==> src/rtl/pc_sequencer.sv <==
// pc_sequencer: program-counter sequencer with a return-address stack.
//
// Executes one operation per rising CLK edge when op_valid=1 and stall=0:
// HOLD, INC, LOAD, BRANCH (signed relative), CALL (push return address and
// jump), RET (pop and jump), CLEAR (back to RESET_VEC, empty stack, clear
// error flags). Code 111 is reserved and behaves as HOLD. All arithmetic on
// the PC wraps modulo 2^ADDR_W.
//
// Ports:
//   CLK          clock, all state updates on the rising edge
//   RST_N        synchronous active-low reset
//   op_valid     qualifies op
//   op[2:0]      operation code
//   stall        blocks execution and holds all state (wins over op_valid)
//   in_address   absolute target for LOAD / CALL
//   offset       signed two's-complement offset for BRANCH
//   out_address  registered current PC
//   sp           stack occupancy, 0..STACK_DEPTH
//   stack_empty  sp == 0
//   stack_full   sp == STACK_DEPTH
//   err_ovf      sticky: CALL attempted on a full stack
//   err_unf      sticky: RET attempted on an empty stack
module pc_sequencer #(
  parameter int                 ADDR_W      = 19,
  parameter int                 OFF_W       = 9,
  parameter int                 STACK_DEPTH = 8,
  parameter logic [ADDR_W-1:0]  RESET_VEC   = '0
) (
  input  logic                               CLK,
  input  logic                               RST_N,
  input  logic                               op_valid,
  input  logic [2:0]                         op,
  input  logic                               stall,
  input  logic [ADDR_W-1:0]                  in_address,
  input  logic [OFF_W-1:0]                   offset,
  output logic [ADDR_W-1:0]                  out_address,
  output logic [$clog2(STACK_DEPTH+1)-1:0]   sp,
  output logic                               stack_empty,
  output logic                               stack_full,
  output logic                               err_ovf,
  output logic                               err_unf
);

  localparam int SP_W  = $clog2(STACK_DEPTH+1);
  localparam int IDX_W = $clog2(STACK_DEPTH);

  typedef enum logic [2:0] {
    OP_HOLD   = 3'b000,
    OP_INC    = 3'b001,
    OP_LOAD   = 3'b010,
    OP_BRANCH = 3'b011,
    OP_CALL   = 3'b100,
    OP_RET    = 3'b101,
    OP_CLEAR  = 3'b110,
    OP_RSVD   = 3'b111
  } op_e;

  // Wrapping increment; the carry out of the top bit is simply dropped.
  function automatic logic [ADDR_W-1:0] pc_inc(input logic [ADDR_W-1:0] pc);
    return pc + ADDR_W'(1);
  endfunction

  // Relative branch: sign-extend the offset to the PC width, then add with
  // natural wraparound so negative offsets below 0 land near the top.
  function automatic logic [ADDR_W-1:0] pc_branch(
    input logic [ADDR_W-1:0]        pc,
    input logic signed [OFF_W-1:0]  off
  );
    logic signed [ADDR_W-1:0] off_ext;
    off_ext = ADDR_W'(off);
    return pc + $unsigned(off_ext);
  endfunction

  logic [ADDR_W-1:0] stack_mem [STACK_DEPTH];

  logic              exec;
  op_e               op_dec;
  logic [ADDR_W-1:0] pc_nxt;
  logic [SP_W-1:0]   sp_nxt;
  logic              ovf_nxt;
  logic              unf_nxt;
  logic              push;
  logic [IDX_W-1:0]  wr_idx;
  logic [IDX_W-1:0]  rd_idx;
  logic [ADDR_W-1:0] ret_addr;

  assign exec        = op_valid & ~stall;
  assign op_dec      = op_e'(op);
  assign stack_empty = (sp == '0);
  assign stack_full  = (sp == SP_W'(STACK_DEPTH));
  // sp is below STACK_DEPTH whenever a push happens and above 0 whenever a
  // pop happens, so both indices stay inside the storage.
  assign wr_idx      = sp[IDX_W-1:0];
  assign rd_idx      = IDX_W'(sp - SP_W'(1));
  assign ret_addr    = pc_inc(out_address);

  always_comb begin
    pc_nxt  = out_address;
    sp_nxt  = sp;
    ovf_nxt = err_ovf;
    unf_nxt = err_unf;
    push    = 1'b0;
    if (exec) begin
      unique case (op_dec)
        OP_INC:    pc_nxt = pc_inc(out_address);
        OP_LOAD:   pc_nxt = in_address;
        OP_BRANCH: pc_nxt = pc_branch(out_address, $signed(offset));
        OP_CALL: begin
          if (stack_full) begin
            ovf_nxt = 1'b1;
          end else begin
            push   = 1'b1;
            sp_nxt = sp + SP_W'(1);
            pc_nxt = in_address;
          end
        end
        OP_RET: begin
          if (stack_empty) begin
            unf_nxt = 1'b1;
          end else begin
            sp_nxt = sp - SP_W'(1);
            pc_nxt = stack_mem[rd_idx];
          end
        end
        OP_CLEAR: begin
          pc_nxt  = RESET_VEC;
          sp_nxt  = '0;
          ovf_nxt = 1'b0;
          unf_nxt = 1'b0;
        end
        OP_HOLD, OP_RSVD: ;
        default: ;
      endcase
    end
  end

  // Register stage: PC, stack pointer and sticky flags
  always_ff @(posedge CLK) begin
    if (!RST_N) begin
      out_address <= RESET_VEC;
      sp          <= '0;
      err_ovf     <= 1'b0;
      err_unf     <= 1'b0;
    end else begin
      out_address <= pc_nxt;
      sp          <= sp_nxt;
      err_ovf     <= ovf_nxt;
      err_unf     <= unf_nxt;
    end
  end

  // Stack storage carries no reset; a push coinciding with reset is dropped
  // so a reset CALL leaves no trace.
  always_ff @(posedge CLK) begin
    if (RST_N && push) begin
      stack_mem[wr_idx] <= ret_addr;
    end
  end

endmodule

==> config.mk <==
export PLATFORM = sky130hd
export DESIGN_NAME = pc_sequencer
export DESIGN_NICKNAME = d
export VERILOG_FILES = /design/src/rtl/pc_sequencer.sv
export SDC_FILE = /design/constraint.sdc
export NUM_CORES = 1
export LEC_CHECK = 0
export ABC_AREA = 1
export BUFFER_PORTS_ARGS = -buffer_cell sky130_fd_sc_hd__buf_4
export CAP_MARGIN = 15
export CORE_MARGIN = 8
export CORE_UTILIZATION = 40
export CTS_CLUSTER_DIAMETER = 80
export CTS_CLUSTER_SIZE = 40
export DETAILED_ROUTE_END_ITERATION = 6
export PLACE_DENSITY = 0.61
export SLEW_MARGIN = 20
export SYNTH_ARGS = -nofsm -noshare
export SYNTH_HDL_FRONTEND = slang
export SYNTH_SLANG_ARGS = --single-unit
export TNS_END_PERCENT = 5
==> constraint.sdc <==
create_clock -name CLK -period 6.3 [get_ports CLK]
set_input_delay 1.26 -clock CLK [delete_from_list [all_inputs] [get_ports CLK]]
set_output_delay 1.26 -clock CLK [all_outputs]
set_load 0.01 [all_outputs]
==> results.md <==
* Outcome: finished clean
* Period utilisation layout at 0.5321
* Die Width at between 150 and 200 µm
* ANT cells at 0
* Compound-Gate Fraction of Synth Area at 0.1282
* Final cell count without fillers at approximately 1300
* GR Util All Layers at 0.1835
* Clk buf depth at 2
* Setup Viol. Count Final at 0
* Clk_skew at 18.54 ps
* Vert. Die Dim at roughly 170 µm
* I/O pins at between 60 and 70
* CP Data Required Time at about 5000 ps
* Synth Net Count at just over 1000
* Register share of total power at 0.478
* Vias in the first global route at approximately 6700
* Worst VDD drop at about 230 µV
* Syn avg cell area at 9.179 µm²
* Initial Util at 0.4080
* Antenna violations before repair at 0
* TNS Setup at 0 ps
* Worst Setup Start Kind: register
* Remaining routing DRC violations at 0
* Final HPWL DP at 16230 µm
* Int Power at approximately 0.0020 W
* Post-Syn Instances at between 900 and 1000
* Maximum clock frequency at just under 300 MHz
* Post-synthesis mux area share at 0
* Hold_sp: err_unf
* Post-Synth Adder-Cell Area at 0.03306
* Std cell rows at 54
* Seq/Total Area, Yosys at 0.5671
* Post-CTS Hold Fix Bufs at 0
* Worst setup startpoint: sp[0]
* Switch Pwr at ~0.00070 W
* Global route total overflow at 0
* Min-Delay Path Class: register to register
* EDFF count, synth at between 150 and 200
* Max-slew violations at 0
* Lkg Pwr at a little over 4 nW
* Combinational fraction of design power at 0.109
* IO Port Bufs at 61
* Post-synth ARST share at 0
* DR vias/cell at 5.402
* Vias at 7142
* Clock power frac at 0.413
* Switch share at 0.2569
* Worst slack at placement at around 2800 ps
* RSZ-0062 raised after global routing: false
* CTS sink cnt at around 180
* Nature of the critical path endpoint: output pin
* CTS Buf Count at 17
* Synth Area in XOR/XNOR at 0.01373
* 1st-iter DRT viols at just over 600
* Period minus WS final at roughly 3400 ps
* Slew margin rel. at 0.4000
* Placed cells at 1290
* CP arrival at between 2000 and 2500 ps
* Gpl congestion at around 0.90
* Clock Latency Late Sink at 440 ps
* Simple-gate portion of the synthesized area at 0.1998
* Main synth FF type: edfxtp_1
* TritonCTS clock tree: built
* Area Growth Syn to Fin at 15.40%
* Post-CTS Resized at 0
* First-pass GRT wire length at between 30000 and 40000 µm
* CTS root buffer: clkbuf_16
* Final wirelength at about 25000 µm
* Slew @ Worst Pin at between 800 and 900 ps
* DR WL/cell at between 15 and 20 µm
* Clock transition at path regs at 70 ps
* Synth Cell Area at slightly below 9000 µm²
* Pre-Repair DR Iteration Count at 6
* Final net count at approximately 1100
* Post-CTS Setup Inserts at 0
* Post-route setup slack at around 2900 ps
* Critical path peak fanout at 81
* Core area at around 22000 µm²
* Layout cell share with drive strength beyond 1 at 0.1296
* Max Cap Viol at 0
* Seq cells post-synth at between 150 and 200
* WS Path Type: register to output pin
* Number of library cell types mapped by synthesis at 43
* Largest net degree at the start of global routing at 82
* Power per Cell Area at 263.3 nW/µm²
* # H-tree levels at 4
* Main combinational cell family by area after synthesis: simple AND/OR/NAND/NOR gates
* Final hold violation count at 0
* Reg2reg start: sp[1]
* Die area at roughly 27000 µm²
* YS warnings at 0
* Final ANT Viol Nets at 0
state kept, by name (all words and copies together), names as in the netlist:
name         flops
err_ovf          1
out_address     19
stack_mem      152
err_unf          1
sp               4
metrics by stage:
step | cell area, µm² | power (W) | hold slack (ps) | utilization
floorplan | 8931 | 0.001513 | 519.2 | -
global placement | 9681 | 0.001615 | 529.7 | 0.4422
detailed placement | 9681 | 0.001617 | 537.1 | 0.4422
CTS | 10300 | 0.002724 | 554.0 | 0.4706
global route | 10310 | 0.002813 | 584.6 | 0.4708
finish | 10310 | 0.002714 | 548.1 | 0.4708
power groups by stage:
| stage | Clock [W] | Sequential [W] | Combinational, W |
|---|---|---|---|
| floorplan | 0 | 0.00132 | 0.000193 |
| global placement | 0 | 0.00132 | 0.000293 |
| detailed placement | 0 | 0.00132 | 0.000294 |
| CTS | 0.00113 | 0.00130 | 0.000296 |
| global route | 0.00118 | 0.00130 | 0.000333 |
| finish | 0.00112 | 0.00130 | 0.000297 |
cell type report:
type	instances	area, µm²
inverters	83	311.5
clock buffers	17	425.4
clock inverters	15	195.2
well taps	280	350.3
fillers	2094	11580
multi-input cells	674	3387
flip-flops and latches	177	5066
repair buffers	76	570.5
cell families after synthesis:
logic type / Yosys count
AOI/OAI and AO/OA: 209
xor gates and xnor gates: 14
and+or+nand+nor: 428
DFF: 177
buffers and inverters: 122
adders and majority gates: 23
layout by cell type (no fill, tap or decap), drive strengths merged:
cell	synthesis	layout
nand4	6	6
xnor2	1	1
dfxtp	25	25
o21a	1	1
nand3	65	65
nand2	210	210
nand3b	5	5
a22o	1	1
a31oi	3	3
a21oi	62	62
a211oi	3	3
o21ai	95	95
o21bai	1	1
xor2	13	13
a221oi	3	3
o22ai	32	32
buf	19	76
clkinvlp	0	1
inv	82	90
a32oi	1	1
ha	22	22
a22oi	3	3
nor4	1	1
edfxtp	152	152
nor2	120	120
clkinv	1	4
a41oi	2	2
clkbuf	20	17
o211ai	1	1
o31ai	1	1
nor3	18	18
or2	3	3
fa	1	1
bufinv	0	3
worst paths after layout:
path	cells after the start	slack, ps	to
worst min register to register	2	550	err_unf
worst max-delay path	6	2950	stack_empty
worst min-delay path	2	550	err_unf
worst max register to register	12	3030	out_address[17]
layer usage:
layer  part of all wire  up-vias  routed length [µm]  GRT usage
li1                   -     3487                   -          -
met1               0.46     3393               11330     0.2627
met2               0.47      246               11460     0.2865
met3              0.065       16                1589    0.03520
met4             0.0087        0                 215    0.03409
met5                  0        -                   0          0
critical path, cell delays in order, from the launching register on:
cell,delay (ps)
dfxtp_2,330
inv_2,50
buf_4,620
ha_1,290
nand3_1,110
inv_1,120
buf_4,130
cells in the mapped netlist, types with 2 or more instances:
master / n / area, µm²
nor2_2: 5 / 31.28
nor3_1: 18 / 90.09
inv_2: 8 / 30.03
edfxtp_1: 152 / 4564
a211oi_1: 3 / 22.52
buf_4: 3 / 22.52
dfxtp_1: 25 / 500.5
ha_1: 22 / 275.3
clkbuf_1: 19 / 71.32
buf_2: 12 / 60.06
a31oi_1: 3 / 18.77
nand2_1: 210 / 788.3
o21ai_0: 93 / 465.5
nand3b_1: 5 / 37.54
o22ai_1: 32 / 200.2
o21ai_1: 2 / 10.01
nand3_1: 63 / 315.3
buf_6: 3 / 33.78
or2_2: 2 / 12.51
nor2_1: 115 / 431.7
xor2_1: 13 / 113.9
nand4_1: 6 / 37.54
a22oi_1: 3 / 22.52
a221oi_1: 3 / 26.28
a41oi_1: 2 / 17.52
inv_1: 74 / 277.8
a21oi_1: 61 / 305.3
No activity file was read; power rests on OpenSTA's default activity.
